## config.mk

```make
export PLATFORM = sky130hd
export DESIGN_NAME = hw_malloc_mc
export DESIGN_NICKNAME = d
export VERILOG_FILES = /design/src/rtl/hw_malloc_mc.sv
export SDC_FILE = /design/constraint.sdc
export NUM_CORES = 1
export LEC_CHECK = 0
export CORE_UTILIZATION = 66
export CTS_CLUSTER_SIZE = 40
export DETAILED_ROUTE_END_ITERATION = 8
export PLACE_DENSITY = 0.85
export SYNTH_ARGS = -nofsm -noshare
export SYNTH_HDL_FRONTEND = slang
export SYNTH_SLANG_ARGS = --single-unit
```

## constraint.sdc

```tcl
create_clock -name clk -period 15.24 [get_ports clk]
set_clock_uncertainty 0.05 [all_clocks]
set_input_delay 4.572 -clock clk [delete_from_list [all_inputs] [get_ports clk]]
set_output_delay 4.572 -clock clk [all_outputs]
set_load 0.01 [all_outputs]
```

## src/rtl/hw_malloc_mc.sv

```systemverilog
// hw_malloc_mc: multi-channel cell allocator.
// Round-robin arbitration over NUM_CH ingress channels, one cell per cycle.
// Each accepted header reserves its whole packet length up front, so a body
// cell always finds a free address. The free list is an init address
// generator followed by a FIFO of recycled addresses.
// Optional build macro HW_MALLOC_STATS_EN adds saturating allocation/drop
// counters on o_stat_alloc / o_stat_drop.
`timescale 1ns/1ps

module hw_malloc_mc #(
  parameter int NUM_CH      = 2,
  parameter int MWIDTH      = 4,
  parameter int AWIDTH      = 7,
  parameter int MAX_PKT_LEN = 7,
  parameter int HM_OFFSET   = 0
) (
  input  logic                          clk,
  input  logic                          rst,
  input  logic                          clr,
  input  logic [NUM_CH-1:0]             i_ing_valid,
  input  logic [NUM_CH-1:0]             i_ing_header,
  input  logic [NUM_CH*MAX_PKT_LEN-1:0] i_ing_pkt_length,
  input  logic [NUM_CH*32-1:0]          i_ing_dest_ip,
  output logic [NUM_CH-1:0]             o_ing_ready,
  output logic                          o_gsm_wr_en,
  output logic [AWIDTH-1:0]             o_gsm_cell_addr,
  output logic [MWIDTH-1:0]             o_gsm_multicast,
  output logic [$clog2(NUM_CH)-1:0]     o_gsm_ch,
  output logic                          o_gsm_sop,
  input  logic                          i_free_valid,
  input  logic [AWIDTH-1:0]             i_free_addr,
  output logic [AWIDTH:0]               o_avail_cnt,
  output logic                          o_drop,
  output logic                          o_err
`ifdef HW_MALLOC_STATS_EN
  ,
  output logic [15:0]                   o_stat_alloc,
  output logic [15:0]                   o_stat_drop
`endif
);

  localparam int NCELL = 2**AWIDTH;
  localparam int CHW   = $clog2(NUM_CH);
  // Working width wide enough for avail + leftover and for any length value.
  localparam int CW    = (AWIDTH + 2 > MAX_PKT_LEN + 1) ? AWIDTH + 2 : MAX_PKT_LEN + 1;
  localparam logic [AWIDTH:0] FULL = (AWIDTH+1)'(NCELL);

  // Pool and free-list state
  logic [AWIDTH:0]       avail_q, avail_d;
  logic [AWIDTH:0]       init_q, init_d;
  logic [AWIDTH-1:0]     wptr_q, wptr_d;
  logic [AWIDTH-1:0]     rptr_q, rptr_d;
  logic [AWIDTH-1:0]     fifo_mem [NCELL];

  // Arbitration and per-channel packet state
  logic [CHW-1:0]         rr_q, rr_d;
  logic [MAX_PKT_LEN-1:0] rem_q  [NUM_CH];
  logic [MAX_PKT_LEN-1:0] rem_d  [NUM_CH];
  logic [NUM_CH-1:0]      pdrop_q, pdrop_d;
  logic [MWIDTH-1:0]      mvec_q [NUM_CH];
  logic [MWIDTH-1:0]      mvec_d [NUM_CH];

  // Registered outputs
  logic              wr_q, wr_d;
  logic [AWIDTH-1:0] addr_q, addr_d;
  logic [MWIDTH-1:0] mc_q, mc_d;
  logic [CHW-1:0]    ch_q, ch_d;
  logic              sop_q, sop_d;
  logic              drop_q, drop_d;
  logic              err_q, err_d;

`ifdef HW_MALLOC_STATS_EN
  logic [15:0] st_alloc_q, st_alloc_d;
  logic [15:0] st_drop_q, st_drop_d;
`endif

  // Combinational helpers
  logic                   gnt;
  logic [CHW-1:0]         gch;
  logic [NUM_CH-1:0]      grant_oh;
  logic [MAX_PKT_LEN-1:0] hdr_len;
  logic [MWIDTH-1:0]      hdr_mv;
  logic                   is_hdr;
  logic [MAX_PKT_LEN-1:0] cur_rem;
  logic                   cur_drop;
  logic [MWIDTH-1:0]      cur_mv;
  logic                   free_ok;
  logic                   alloc;
  logic                   sop;
  logic                   drop_ev;
  logic                   err_ev;
  logic [MWIDTH-1:0]      alloc_mv;
  logic [AWIDTH-1:0]      alloc_addr;
  logic [CW-1:0]          leftover;
  logic [CW-1:0]          reserve;
  logic [CW-1:0]          avail_sum;

  // Round-robin search starting at the pointer; first valid channel wins.
  always_comb begin
    gnt      = 1'b0;
    gch      = '0;
    grant_oh = '0;
    for (int k = 0; k < NUM_CH; k++) begin
      if (!gnt && i_ing_valid[(int'(rr_q) + k) % NUM_CH]) begin
        gnt = 1'b1;
        gch = CHW'((int'(rr_q) + k) % NUM_CH);
      end
    end
    if (gnt) grant_oh[gch] = 1'b1;
  end

  assign o_ing_ready = grant_oh;

  // Fields of the granted channel
  always_comb begin
    hdr_len  = i_ing_pkt_length[int'(gch)*MAX_PKT_LEN +: MAX_PKT_LEN];
    hdr_mv   = i_ing_dest_ip[int'(gch)*32 + HM_OFFSET +: MWIDTH];
    is_hdr   = i_ing_header[gch];
    cur_rem  = rem_q[gch];
    cur_drop = pdrop_q[gch];
    cur_mv   = mvec_q[gch];
  end

  // Next-state: header accept/reject, body accounting, pool arithmetic,
  // address source selection and the synchronous clear.
  always_comb begin
    rem_d      = rem_q;
    pdrop_d    = pdrop_q;
    mvec_d     = mvec_q;
    rr_d       = rr_q;
    init_d     = init_q;
    rptr_d     = rptr_q;
    wptr_d     = wptr_q;
    leftover   = '0;
    reserve    = '0;
    alloc      = 1'b0;
    sop        = 1'b0;
    drop_ev    = 1'b0;
    alloc_mv   = cur_mv;
    alloc_addr = '0;

    free_ok = i_free_valid && (avail_q != FULL);
    err_ev  = i_free_valid && (avail_q == FULL);

    if (gnt) begin
      rr_d = CHW'((int'(gch) + 1) % NUM_CH);
      if (is_hdr) begin
        // Cells still reserved by an unfinished previous packet go back first.
        leftover = CW'(cur_rem);
        if ((hdr_len != '0) && (CW'(hdr_len) <= CW'(avail_q) + CW'(cur_rem)) &&
            (hdr_mv != '0)) begin
          reserve        = CW'(hdr_len);
          rem_d[gch]     = hdr_len - MAX_PKT_LEN'(1);
          pdrop_d[gch]   = 1'b0;
          mvec_d[gch]    = hdr_mv;
          alloc          = 1'b1;
          sop            = 1'b1;
          alloc_mv       = hdr_mv;
        end else begin
          pdrop_d[gch] = 1'b1;
          rem_d[gch]   = '0;
          drop_ev      = 1'b1;
        end
      end else if (!cur_drop) begin
        if (cur_rem != '0) begin
          alloc      = 1'b1;
          rem_d[gch] = cur_rem - MAX_PKT_LEN'(1);
        end else begin
          err_ev = 1'b1;
        end
      end
    end

    // Fresh addresses first, then recycled ones; reservation keeps a source available.
    if (alloc) begin
      if (!init_q[AWIDTH]) begin
        alloc_addr = init_q[AWIDTH-1:0];
        init_d     = init_q + (AWIDTH+1)'(1);
      end else begin
        alloc_addr = fifo_mem[rptr_q];
        rptr_d     = rptr_q + AWIDTH'(1);
      end
    end
    if (free_ok) wptr_d = wptr_q + AWIDTH'(1);

    avail_sum = CW'(avail_q) + CW'(free_ok) + leftover - reserve;
    avail_d   = (AWIDTH+1)'(avail_sum);

    wr_d   = alloc;
    addr_d = alloc ? alloc_addr : '0;
    mc_d   = alloc ? alloc_mv : '0;
    ch_d   = alloc ? gch : '0;
    sop_d  = sop;
    drop_d = drop_ev;
    err_d  = err_ev;

`ifdef HW_MALLOC_STATS_EN
    st_alloc_d = (alloc && st_alloc_q != 16'hFFFF) ? st_alloc_q + 16'd1 : st_alloc_q;
    st_drop_d  = (drop_ev && st_drop_q != 16'hFFFF) ? st_drop_q + 16'd1 : st_drop_q;
`endif

    if (clr) begin
      for (int c = 0; c < NUM_CH; c++) begin
        rem_d[c]  = '0;
        mvec_d[c] = '0;
      end
      pdrop_d = '0;
      rr_d    = '0;
      init_d  = '0;
      rptr_d  = '0;
      wptr_d  = '0;
      avail_d = FULL;
      wr_d    = 1'b0;
      addr_d  = '0;
      mc_d    = '0;
      ch_d    = '0;
      sop_d   = 1'b0;
      drop_d  = 1'b0;
      err_d   = 1'b0;
`ifdef HW_MALLOC_STATS_EN
      st_alloc_d = '0;
      st_drop_d  = '0;
`endif
    end
  end

  // State and output registers with asynchronous reset
  always_ff @(posedge clk or posedge rst) begin
    if (rst) begin
      for (int c = 0; c < NUM_CH; c++) begin
        rem_q[c]  <= '0;
        mvec_q[c] <= '0;
      end
      pdrop_q <= '0;
      rr_q    <= '0;
      init_q  <= '0;
      rptr_q  <= '0;
      wptr_q  <= '0;
      avail_q <= FULL;
      wr_q    <= 1'b0;
      addr_q  <= '0;
      mc_q    <= '0;
      ch_q    <= '0;
      sop_q   <= 1'b0;
      drop_q  <= 1'b0;
      err_q   <= 1'b0;
`ifdef HW_MALLOC_STATS_EN
      st_alloc_q <= '0;
      st_drop_q  <= '0;
`endif
    end else begin
      rem_q   <= rem_d;
      mvec_q  <= mvec_d;
      pdrop_q <= pdrop_d;
      rr_q    <= rr_d;
      init_q  <= init_d;
      rptr_q  <= rptr_d;
      wptr_q  <= wptr_d;
      avail_q <= avail_d;
      wr_q    <= wr_d;
      addr_q  <= addr_d;
      mc_q    <= mc_d;
      ch_q    <= ch_d;
      sop_q   <= sop_d;
      drop_q  <= drop_d;
      err_q   <= err_d;
`ifdef HW_MALLOC_STATS_EN
      st_alloc_q <= st_alloc_d;
      st_drop_q  <= st_drop_d;
`endif
    end
  end

  // Recycled-address storage; pointers are reset, contents need not be.
  always_ff @(posedge clk) begin
    if (free_ok && !clr) fifo_mem[wptr_q] <= i_free_addr;
  end

  assign o_gsm_wr_en     = wr_q;
  assign o_gsm_cell_addr = addr_q;
  assign o_gsm_multicast = mc_q;
  assign o_gsm_ch        = ch_q;
  assign o_gsm_sop       = sop_q;
  assign o_avail_cnt     = avail_q;
  assign o_drop          = drop_q;
  assign o_err           = err_q;
`ifdef HW_MALLOC_STATS_EN
  assign o_stat_alloc = st_alloc_q;
  assign o_stat_drop  = st_drop_q;
`endif

endmodule

```

==> run summary <==
Status - complete, no violations
Fin util - 0.743
Final hold vios - 0
Final setup vio count - 0
Hold crit path type - flip-flop to flip-flop
Vias in the first global route - 22.9k
Hold buffer count at CTS - 0
Worst VDD drop - 116 uV
Resize count post-CTS - 0
Crit-path max cell delay - 0.70 ns
Gate Count Post-Synth - 2324
Routed wire length - 95.6 mm
I/O Pins - 119
DR vias - 22.4k
NetSw - 0.00133 W
Req. time, crit path - 10.62 ns
Initial antenna violation count - 0
Place WS - 3.72 ns
CP Max Fanout - 34
Die X - 248 um
RSZ-0062 raised after global routing - no
Core area - 59600 um^2
Die height - 248 um
Period utilization - 0.758
CP Cell Sequence - clkdlybuf4s50_1 > nand2_2 > inv_2 > clkdlybuf4s50_1
Syn_nets - 2453
# diodes - 0
Final HPWL DP - 54.2 mm
Logic pwr share - 0.088
CP Class - input port to output port
Ys flop type - edfxtp_1
DRC violation count after routing - 0
Asr flop ratio synth - 0.0734
Gr usage total - 0.315
Synth Cell Area - 40100 um^2
Slack of the critical path - 3.69 ns
Row cnt - 89
Buffers on Ports - 62
Sequential power share - 0.513
Antenna violation net count after detailed routing - 0
Die area - 61700 um^2
Crit-path leading delay family - buffers and inverters
Syn_area_per_cell - 17.3 um^2
Slowest cell on the critical path - clkdlybuf4s50_1
Register area share after synthesis - 0.715
Shortest period the worst path allows - 11.55 ns
Critical path buffers and inverters - 3
P&R area growth vs syn - 10.4%
Root buf cell - clkbuf_16
Setup TNS - 0 ns
Fmax achieved - 0.0866 GHz
Int Pwr - 0.00447 W
Clock slew at reported path FFs - 0.06 ns
EDFF count, synth - 896
Grt ovf - 0
Wire length per cell - 29.7 um
Vias/cell - 6.95
Critical path endpoint category - output port
Clock Sinks - 967
Power per cell area - 131 nW/um^2
Largest net degree at the start of global routing - 137
H-tree depth - 3
Final cell count without fillers - 3225
Startpoint types - input port
DP Cell Count - 3054
Sw Ratio - 0.229
Initial Util - 0.673
Clock buffer count from CTS - 92
Final nets - 2504
LEAKAGE - 13.9 nW
Share of cells above drive strength 1 - 0.162
Critical Path AT - 6.93 ns
Max cap viols - 0
Clock Power Share - 0.400
CP most frequent cell - clkdlybuf4s50_1
Slew Viols, Final - 0
Max transition margin - 0.243
Cell variety after synth - 71
First-pass GRT wire length - 144 mm
Design Power - 0.00579 W
1st-iter DRT viols - 2600
Max clock buf depth - 3
Slew @ Worst Pin - 1.13 ns
Drt pass-1 iters - 6
RePlAce Congestion - 0.956
Clock tree from TritonCTS - yes
Post-CTS Setup Bufs - 0
Ys Warns - 0
Flops & latches, synth - 967
Worst-Skew Late Latency - 0.66 ns
-- synth_stat cells, drive strengths merged (13+ instances only) --
cell | instances | area (um^2)
edfxtp | 896 | 26900
nor2 | 223 | 837
mux4 | 186 | 4190
nand2 | 105 | 399
mux2i | 91 | 911
dfrtp | 70 | 1750
buf | 67 | 424
clkbuf | 67 | 251
o21ai | 65 | 329
a21oi | 60 | 300
nor2b | 46 | 288
a211oi | 40 | 315
inv | 35 | 131
nor3 | 33 | 175
nand2b | 31 | 196
ha | 27 | 338
o22ai | 26 | 163
xnor2 | 26 | 228
a22oi | 22 | 165
mux2 | 22 | 248
nand3 | 19 | 95.1
a221oi | 13 | 120
-- power by group through the flow --
stage | logic (W) | clock network [W] | registers [W]
finish | 0.000508 | 0.00232 | 0.00297
floorplan | 0.000326 | 0 | 0.00302
global placement | 0.000474 | 0 | 0.00302
detailed placement | 0.000494 | 0 | 0.00302
CTS | 0.000503 | 0.00232 | 0.00297
global route | 0.000552 | 0.00243 | 0.00297
-- cell families after synthesis --
kind of cell    after synthesis  share of synthesized area
fa+ha+maj                    36                     0.0129
xor+xnor                     36                    0.00786
simple gates                508                     0.0584
compound gates              309                     0.0521
flops                       967                      0.715
buf+inv                     169                     0.0201
mux                         299                      0.133
-- worst reg2reg max path: cells and delay by family (launching register included) --
kind,cells,cell delay [ns]
flip-flops,1,0.39
XOR/XNOR,2,0.29
adder cells (fa/ha/maj),6,2.05
AO/OA/AOI/OAI,10,1.59
buffers and inverters,2,0.56
AND/OR/NAND/NOR,10,1.64
-- stage by stage --
| step | hold slack (ns) | area, um^2 |
|---|---|---|
| after detailed placement | 0.445 | 41200 |
| after CTS | 0.459 | 44300 |
| after global routing | 0.472 | 44300 |
| final | 0.462 | 44300 |
| after global placement | 0.440 | 41200 |
| after floorplan | 0.414 | 40100 |
-- final timing paths --
kind / startpoint / endpoint / slack (ns) / depth (start not counted)
worst max-delay path: i_ing_valid[1] / o_ing_ready[1] / 3.69 / 4
worst min-delay path: rr_q / rr_q / 0.46 / 1
worst max register to register: rr_q / o_avail_cnt[6] / 8.54 / 30
worst min register to register: rr_q / rr_q / 0.46 / 1
max in group asynchronous: rst / rptr_q[2] / 9.91 / 3
min in group asynchronous: rst / o_avail_cnt[4] / 4.48 / 3
-- cell usage in the layout, fill, tap and decap left out, types with 10 or more instances in the layout --
cell | Yosys | routed
a211oi_1 | 37 | 37
a21o_1 | 10 | 10
a21oi_1 | 60 | 60
a221oi_1 | 12 | 12
a22oi_1 | 22 | 22
a31oi_1 | 11 | 11
buf_4 | 18 | 35
bufinv_16 | 0 | 12
clkbuf_1 | 67 | 23
clkbuf_16 | 0 | 93
clkdlybuf4s50_1 | 0 | 54
clkinv_1 | 0 | 15
clkinv_2 | 0 | 20
dfrtp_1 | 70 | 66
edfxtp_1 | 896 | 896
ha_1 | 27 | 27
inv_1 | 34 | 33
mux2_1 | 10 | 10
mux2_2 | 12 | 12
mux2i_1 | 91 | 91
mux4_2 | 186 | 186
nand2_1 | 103 | 103
nand2b_1 | 30 | 30
nand3_1 | 19 | 18
nand4_1 | 10 | 10
nor2_1 | 223 | 222
nor2b_1 | 46 | 45
nor3_1 | 31 | 31
o21ai_0 | 48 | 48
o21ai_1 | 16 | 16
o22ai_1 | 26 | 26
xnor2_1 | 26 | 26
xor2_1 | 10 | 10
-- flip-flops by register name, summed over array words and instances (netlist names) --
name / count
o_gsm_ch: 1
rem_q: 14
wptr_q: 7
mvec_q: 8
pdrop_q: 2
o_gsm_wr_en: 1
fifo_mem: 896
init_q: 8
rptr_q: 7
o_gsm_sop: 1
o_err: 1
o_gsm_multicast: 4
o_gsm_cell_addr: 7
rr_q: 1
o_drop: 1
o_avail_cnt: 8
-- final cells by class --
class	instances	area (um^2)
Clock buffer	117	2430
Clock inverter	54	591
Fill cell	3129	15300
Inverter	35	131
Multi-Input combinational cell	1188	10600
Sequential cell	967	28700
Tap cell	773	967
Timing Repair Buffer	91	828
-- per-layer routing --
metal / GRT usage / vias up / part of all wire
met3: 0.0625 / 297 / 0.11
li1: - / 9272 / -
met2: 0.500 / 1626 / 0.48
met1: 0.428 / 11200 / 0.36
met5: 0 / - / 0
met4: 0.149 / 0 / 0.048
No activity file was read; power rests on OpenSTA's default activity.
